$ cat config.mk
export PLATFORM = sky130hd
export DESIGN_NAME = ternary_operator
export DESIGN_NICKNAME = d
export VERILOG_FILES = /design/src/rtl/ternary_operator.sv
export SDC_FILE = /design/constraint.sdc
export NUM_CORES = 1
export LEC_CHECK = 0
export CAP_MARGIN = 40
export CORE_AREA = 2 2 39 41
export DETAILED_ROUTE_END_ITERATION = 8
export DIE_AREA = 0 0 41 43
export PLACE_DENSITY_LB_ADDON = 0.15
export SLEW_MARGIN = 5
export SYNTH_ARGS = -nofsm -noshare
export SYNTH_HDL_FRONTEND = slang
export SYNTH_SLANG_ARGS = --single-unit
$ cat constraint.sdc
create_clock -name clk -period 2.9 [get_ports clk]
set_input_delay 0.29 -clock clk [delete_from_list [all_inputs] [get_ports clk]]
set_output_delay 0.29 -clock clk [all_outputs]
set_load 0.05 [all_outputs]
$ cat src/rtl/ternary_operator.sv
// rtl/ternary_operator.sv - 2:1 operand selector with registered copy and select-toggle counter
//
// Ports:
//   clk      in   1      rising-edge clock
//   rst      in   1      synchronous active-high reset
//   a        in   WIDTH  operand chosen when s = 0
//   b        in   WIDTH  operand chosen when s = 1
//   s        in   1      select
//   en       in   1      load enable for the registered outputs
//   ot       out  WIDTH  combinational s ? b : a
//   ot_q     out  WIDTH  registered selection
//   s_q      out  1      select captured alongside ot_q
//   tgl_cnt  out  CNT_W  saturating count of registered select changes

module ternary_operator #(
    parameter int WIDTH = 1,
    parameter int CNT_W = 8
) (
    input  logic             clk,
    input  logic             rst,
    input  logic [WIDTH-1:0] a,
    input  logic [WIDTH-1:0] b,
    input  logic             s,
    input  logic             en,
    output logic [WIDTH-1:0] ot,
    output logic [WIDTH-1:0] ot_q,
    output logic             s_q,
    output logic [CNT_W-1:0] tgl_cnt
);

    localparam logic [CNT_W-1:0] CNT_MAX = {CNT_W{1'b1}};

    // Zero-latency path; X/Z on s resolves with the ternary merge.
    assign ot = s ? b : a;

    always_ff @(posedge clk) begin
        if (rst) begin
            ot_q    <= '0;
            s_q     <= 1'b0;
            tgl_cnt <= '0;
        end else if (en) begin
            ot_q <= ot;
            s_q  <= s;
            // Compare against the previously captured select; since s_q
            // resets to 0, the first load with s = 1 counts as a toggle.
            if ((s != s_q) && (tgl_cnt != CNT_MAX)) begin
                tgl_cnt <= tgl_cnt + 1'b1;
            end
        end
    end

endmodule

# --- Word level (Yosys, flattened, before mapping) ---
# Cells that the tools add are included.
totals:
  regBits: 10
  in_bits: 6
  out_inout_bits: 11
  elab_cells: 9
classes:
  addsub: 1
  eq_ne: 2
  n_mux: 1
  reduce_logical: 2
ops:
  columns: ["cell", "count"]
  rows:
  - ["adder 8 x 1 -> 8 bit, second input constant", 1]
  - ["inequality test 8 bit, second input constant", 1]
  - ["AND reduction 2 bit", 1]
  - ["logical AND 1 bit", 1]
  - ["2-to-1 mux 1 bit", 1]
  - ["inequality test 1 bit", 1]

# --- Logic depth before layout (Yosys ltp) ---
# Gate-level depths: netlist of the first run.
logic_depth:
  depth_word: 3
  depth_mapped: 6
  depth_no_buf: 5

# --- Worst setup path before layout of the first run ---
# Ideal clock, no wire load.
synth_timing:
  path_type: "flip-flop to flip-flop"
  startpoint: "reg tgl_cnt[0]"
  endpoint: "reg tgl_cnt[1]"
  setup_ps: 128
  arrival_time_ps: 1603
  required_ps: 2772
  path_slack_ps: 1170
  stages_incl_launch_ff: 7
  path_buffers: 1
  synth_period_minus_slack_ps: 1730
  cell_sequence: "dfxtp_1 > ha_1 > nand3_1 > o211ai_2 > buf_6 > mux2i_1 > nor2_1"
synth_between:
  elab_chain_len: 3
  word_cells_on_any_way: 4
  cone_classes: "add/sub: 1; eq/ne: 1; reduce/logical: 2"
synth_lines:
  columns: ["element", "line_no", "text"]
  rows:
  - ["from (decl)", "28", "output logic [CNT_W-1:0] tgl_cnt"]
  - ["from (signal assigned)", "47", "tgl_cnt <= tgl_cnt + 1'b1;"]
  - ["branches (longest 3 deep; another with adder 8 x 1 -> 8 bit)", null, null]
# Several ways; the timed one is not identified.
# A chain may end at the register's enable or synchronous reset.

# --- Final worst setup path of the first run ---
layout_timing:
  startpoint: "in s"
  endpoint: "out ot"
layout_between:
  elab_chain_len: 1
layout_lines:
  columns: ["element", "line_no", "text"]
  rows:
  - ["from (decl)", "23", "input logic s,"]
  - ["2-to-1 mux 1 bit", "34", "assign ot = s ? b : a;"]
  - ["to (decl)", "25", "output logic [WIDTH-1:0] ot,"]
# Every way passes these cells.

==> flow_summary.toml, run 1 <==
[outcome]
status = "finished, final reports clean"

[clock_network]
numCtsBuffers = 3
clock-sinks = 10
cts_setup_buffers = 0
ctsHoldBuffers = 0
clk_pin_slew_ns = 0.07
clock_latency_ns = 0.26
cts_resized = 0
cts_root_buf = "clkbuf_4"
clk_path_buf_depth = 2
cts_max_level = 1
cts_tree = "built"

[route]
vias = 436
drc_errors = 0
wl_per_cell_um = 12.3
drtPass1Iterations = 2
drtIter0Drc = 1
ant_nets = 0
drt-vias-per-instance = 5.25
drt_wl_total_mm = 1.02

[logic_synthesis]
syn_avg_cell_area_um2 = 9.41
synth.most_common_cell = "dfxtp_1"
synth.top_cell.area_share_pct = 42.6
syn-num-nets = 57
ys_ff_latch = 10
yosysTopAreaCell = "dfxtp_1"
synth_edf_count = 0
synthTopCellsByCount = "10 x dfxtp_1, 5 x a21oi_1, 4 x nor2_1"
synthCells = 50
async_reset_ff_share_pct = 0
ys_types = 22
synthTopCellsByArea = "dfxtp_1 43%, mux2i_1 6.4%, a21oi_1 5.3%, or3_1 4.0%, xor2_2 3.5%"
synth_warnings = 0
synth.yosys.seq_area_share_pct = 42.6
netlist_area_um2 = 470
ys.flop_type = "dfxtp_1"

[power]
p_sw_share_pct = 28.5
power.internal_mw = 0.211
power_mw = 0.296
comb_power_share_pct = 18.7
p_switching_mw = 0.0844
irDropWorstVdd_mv = 0.210
power.density_nw_per_um2 = 449
p_leak_nw = 0.227
seqPwrFrac_pct = 49.3
p_clk_share_pct = 32.1

[setup_path]
r2r_start = "tgl_cnt[0]"
regToRegSetupSlack_ns = 1.23
crit_end = "ot"
worst_r2r_path_depth = 5
worstSetupStartpoint = "s"
path_class = "input pin to output port"
crit_required_ns = 2.61
reg2reg_to = "tgl_cnt[7]"
crit_fanout = 3
arrival_ns = 1.89
start_kind = "input pin"
end_kind = "output port"

[cells_and_area]
regArea_um2 = 200
num_antenna_cells = 0
synthToLayoutAreaGrowth_pct = 39.9
n_fill_cell = 135
drive_gt1_share_pct = 8.96
utilization_pct = 47.6
multiInputGateArea_um2 = 248
num-nets-final = 76
final_cells = 83

[global_route]
grt_max_degree = 13
track_usage_pct = 14.5
grt_pass1_wl_mm = 1.68
grt_pass1_vias = 394
antenna_found_initial = 0
overflow = 0

[sta]
tightestPinTransition_ns = 0.497
period_share_pct = 75.3
layout_min_cycle_time_ns = 2.18
relSlewSlack_pct = 66.8
max_freq_mhz = 458
slew_violations = 0
rsz0062_at_grt = "false"
final-hold-violation-count = 0
skew_ns = 0.000844
hold_slack_ns = 0.510
finalSetupTns_ns = 0
setup_viol = 0

[floorplan]
ios = 17
dieArea_um2 = 1760
rows = 14
die_w_um = 41
start_util_pct = 34.0
die_h_um = 43
coreArea_um2 = 1380

[place]
port_buffers = 16
globalplace.congestion = 0.671
dp_cells = 80
dp_hpwl_um = 670

[flow_run]
maxCapViolCount = 0

[hold_path]
min_path_type = "register to register"
==> state kept, by name (all words and copies together) (netlist names) <==
signal	cells
s_q	1
tgl_cnt	8
ot_q	1
==> layer usage <==
layer / global-route usage (%) / share of wire (%) / vias to the layer above
met2: 17.5 / 44 / 11
met3: 3.66 / 4.5 / 2
met4: 12.0 / 0.88 / 0
met1: 20.5 / 51 / 203
met5: 0 / 0 / -
li1: - / - / 220
==> cell usage in the layout (no fill, tap or decap), drive strengths merged <==
master         count
mux2               1
nand3              3
and4               1
inv                2
nand4              2
xor2               2
o31ai              2
clkdlybuf4s50     16
or4                2
a211oi             1
mux2i              3
ha                 1
or3                3
nor3               1
dfxtp             10
a21oi              5
o211ai             1
clkbuf             3
nand2              1
nor2               4
o21ai              3
==> cell type report <==
cell class              instances  share of cell area [%]
well taps                      16                    3.04
repair buffers                 16                    24.3
multi-input cells              36                    37.6
inverters                       2                    1.14
flip-flops and latches         10                    30.4
clock buffers                   3                    3.42
==> power by group through the flow <==
| stage | registers, mW | clock network, mW | logic (mW) |
|---|---|---|---|
| after floorplan | 0.163 | 0 | 0.0218 |
| after global placement | 0.149 | 0 | 0.0551 |
| after detailed placement | 0.149 | 0 | 0.0552 |
| after CTS | 0.146 | 0.101 | 0.0555 |
| after global routing | 0.146 | 0.105 | 0.0596 |
| final | 0.146 | 0.0948 | 0.0552 |
==> critical path: stages <==
cell,delay [ns]
clkdlybuf4s50_1,0.54
mux2_2,0.36
clkdlybuf4s50_1,0.70
==> kinds of logic after synthesis <==
family / count (synthesis) / synth area share, %
compound gates: 12 / 16.0
xor+xnor: 2 / 5.32
fa+ha+maj: 1 / 2.66
buf+inv: 4 / 4.79
flops: 10 / 42.6
mux: 4 / 8.78
simple gates: 17 / 19.9
==> through the flow <==
stage          worst slack, ns  instance area [um2]
6_report                 0.716                  658
5_1_grt                  0.663                  658
4_1_cts                  0.710                  658
3_5_place_dp             0.712                  636
3_3_place_gp             0.706                  636
2_1_floorplan             1.17                  470
==> worst min path at each step <==
| stage | end | startpoint | slack, ns | cells past startpoint |
|---|---|---|---|---|
| floorplan | s_q | s | 0.44 | 2 |
| global placement | ot_q | ot_q | 0.49 | 2 |
| detailed placement | ot_q | ot_q | 0.49 | 2 |
| CTS | tgl_cnt[6] | tgl_cnt[6] | 0.51 | 2 |
| global route | tgl_cnt[6] | tgl_cnt[6] | 0.54 | 2 |
| finish | tgl_cnt[6] | tgl_cnt[6] | 0.51 | 2 |
Note: power is estimated with default switching activity, not from simulation.
==> run 2: changes to the inputs <==
- clock period: 2.9 -> 2.1 ns (I/O delays scaled with it)
==> run 2 against run 1 <==
  * Design area shrank 0.38%
  * Power grew 36%
  * Die area is the same
  * Wire length shrank 12%
  * Global-route usage shrank 1.4 points
  * Clock power grew 34%
  * Non-clock buffer count is the same
  * Register-to-register slack lost 0.77 ns
  * Clock-buffer cell count is the same
  * Via count grew 0.23%
  * Combinational power grew 36%
  * Worst hold slack lost 0.015 ns
  * Largest power group unchanged
==> flow_summary.toml, run 2 (synthesis gave the netlist of run 1 again) <==
[cells_and_area]
num_antenna_cells = 0
drive_gt1_share_pct = 10.4
layout_commonest_cell = "clkdlybuf4s50_1"
regArea_um2 = 200
top_register = "tgl_cnt"
synthToLayoutAreaGrowth_pct = 39.4
multiInputGateArea_um2 = 248
num-nets-final = 76
reg_top3 = "tgl_cnt (8), ot_q (1), s_q (1)"
utilization_pct = 47.4
final_cell_area_um2 = 656
n_fill_cell = 150
largest_reg_flops = 8
layout_common_cells = "15 x clkdlybuf4s50_1, 10 x dfxtp_1, 5 x a21oi_1"

[clock_network]
cts_setup_buffers = 0
cts_resized = 0
clk_path_buf_depth = 2
cts_tree = "built"
clk_pin_slew_ns = 0.07
numCtsBuffers = 3
cts_root_buf = "clkbuf_4"
clock-sinks = 10
clock_latency_ns = 0.26
ctsHoldBuffers = 0
cts_max_level = 1

[place]
port_buffers = 16
globalplace.congestion = 0.679
dp_hpwl_um = 682
post_dp_cell_area_um2 = 633

[hold_path]
hold_end = "ot_q"
min_path_type = "register to register"
hp-start = "ot_q"
whs_path_depth = 2

[setup_path]
cp_slowest_cell = "clkdlybuf4s50_1"
reg2reg_to = "tgl_cnt[5]"
arrival_ns = 1.50
end_kind = "output port"
path_class = "register to output port"
cp.depth = 1
start_kind = "register"
crit_chain = "clkdlybuf4s50_1"
r2r_start = "tgl_cnt[0]"
worst_r2r_path_depth = 5
crit_required_ns = 1.89
cp_top_family = "buffers and inverters"
slowest_delay_ns = 0.83
worst-path-buf-inv = 1
regToRegSetupSlack_ns = 0.46
crit_fanout = 7

[sta]
slew_violations = 0
period_share_pct = 81.5
max_freq_mhz = 584
rsz0062_at_grt = "false"
tightestPinTransition_ns = 0.497
finalSetupTns_ns = 0
relSlewSlack_pct = 66.7
setup_viol = 0
layout_min_cycle_time_ns = 1.71
final-hold-violation-count = 0
skew_ns = 0.00431
hold_slack_ns = 0.495

[global_route]
grt_pass1_vias = 385
antenna_found_initial = 0
overflow = 0
grt_pass1_wl_mm = 1.51
track_usage_pct = 13.1
met3_usage_pct = 4.71
met2_usage_pct = 15.6
grt_busiest_layer = "met1"
met1_usage_pct = 18.1
grt_max_degree = 13

[route]
drtPass1Iterations = 4
drtIter0Drc = 12
ant_nets = 0
vias = 437
drc_errors = 0
drt-vias-per-instance = 5.27
wl_per_cell_um = 10.9
drt_wl_total_um = 905

[outcome]
status = "finished, final reports clean"

[floorplan]
die_h_um = 43
coreArea_um2 = 1380
start_util_pct = 34.0
dieArea_um2 = 1760
rows = 14
ios = 17
die_w_um = 41

[power]
power.density_nw_per_um2 = 615
p_leak_nw = 0.228
irDropWorstVdd_mv = 0.285

[flow_run]
maxCapViolCount = 0
==> run 2: worst max-delay path by stage <==
stage,slack [ns],start,to
floorplan,0.37,tgl_cnt[0],tgl_cnt[1]
global placement,0.20,s,tgl_cnt[7]
detailed placement,0.19,s,tgl_cnt[5]
CTS,0.37,tgl_cnt[3],tgl_cnt[3]
global route,0.32,tgl_cnt[0],tgl_cnt[7]
finish,0.39,tgl_cnt[3],tgl_cnt[3]
==> run 2: final cells by class <==
cell class,instances,area share [%]
clock buffer,3,3.44
inverter,2,1.15
multi-input combinational,36,37.8
sequential,10,30.5
tap,16,3.05
timing repair buffer,16,24.0
==> run 2: power by group <==
part           leakage [nW]  switching [mW]  internal (mW)
clock                0.0138          0.0612         0.0659
sequential           0.0812         0.00581          0.195
combinational         0.133          0.0453         0.0295
==> run 2: routing by layer <==
| metal | routed length (um) | part of all wire [%] |
|---|---|---|
| met5 | 0 | 0 |
| met4 | 15 | 1.7 |
| met3 | 38 | 4.2 |
| met2 | 383 | 42 |
| met1 | 467 | 52 |
==> run 2: stage by stage <==
| stage | instances | power [mW] | setup WS (ns) |
|---|---|---|---|
| 2_1_floorplan | 50 | 0.255 | 0.370 |
| 3_3_place_gp | 80 | 0.280 | 0.205 |
| 3_5_place_dp | 80 | 0.281 | 0.187 |
| 4_1_cts | 83 | 0.408 | 0.369 |
| 5_1_grt | 83 | 0.421 | 0.318 |
| 6_report | 83 | 0.403 | 0.389 |
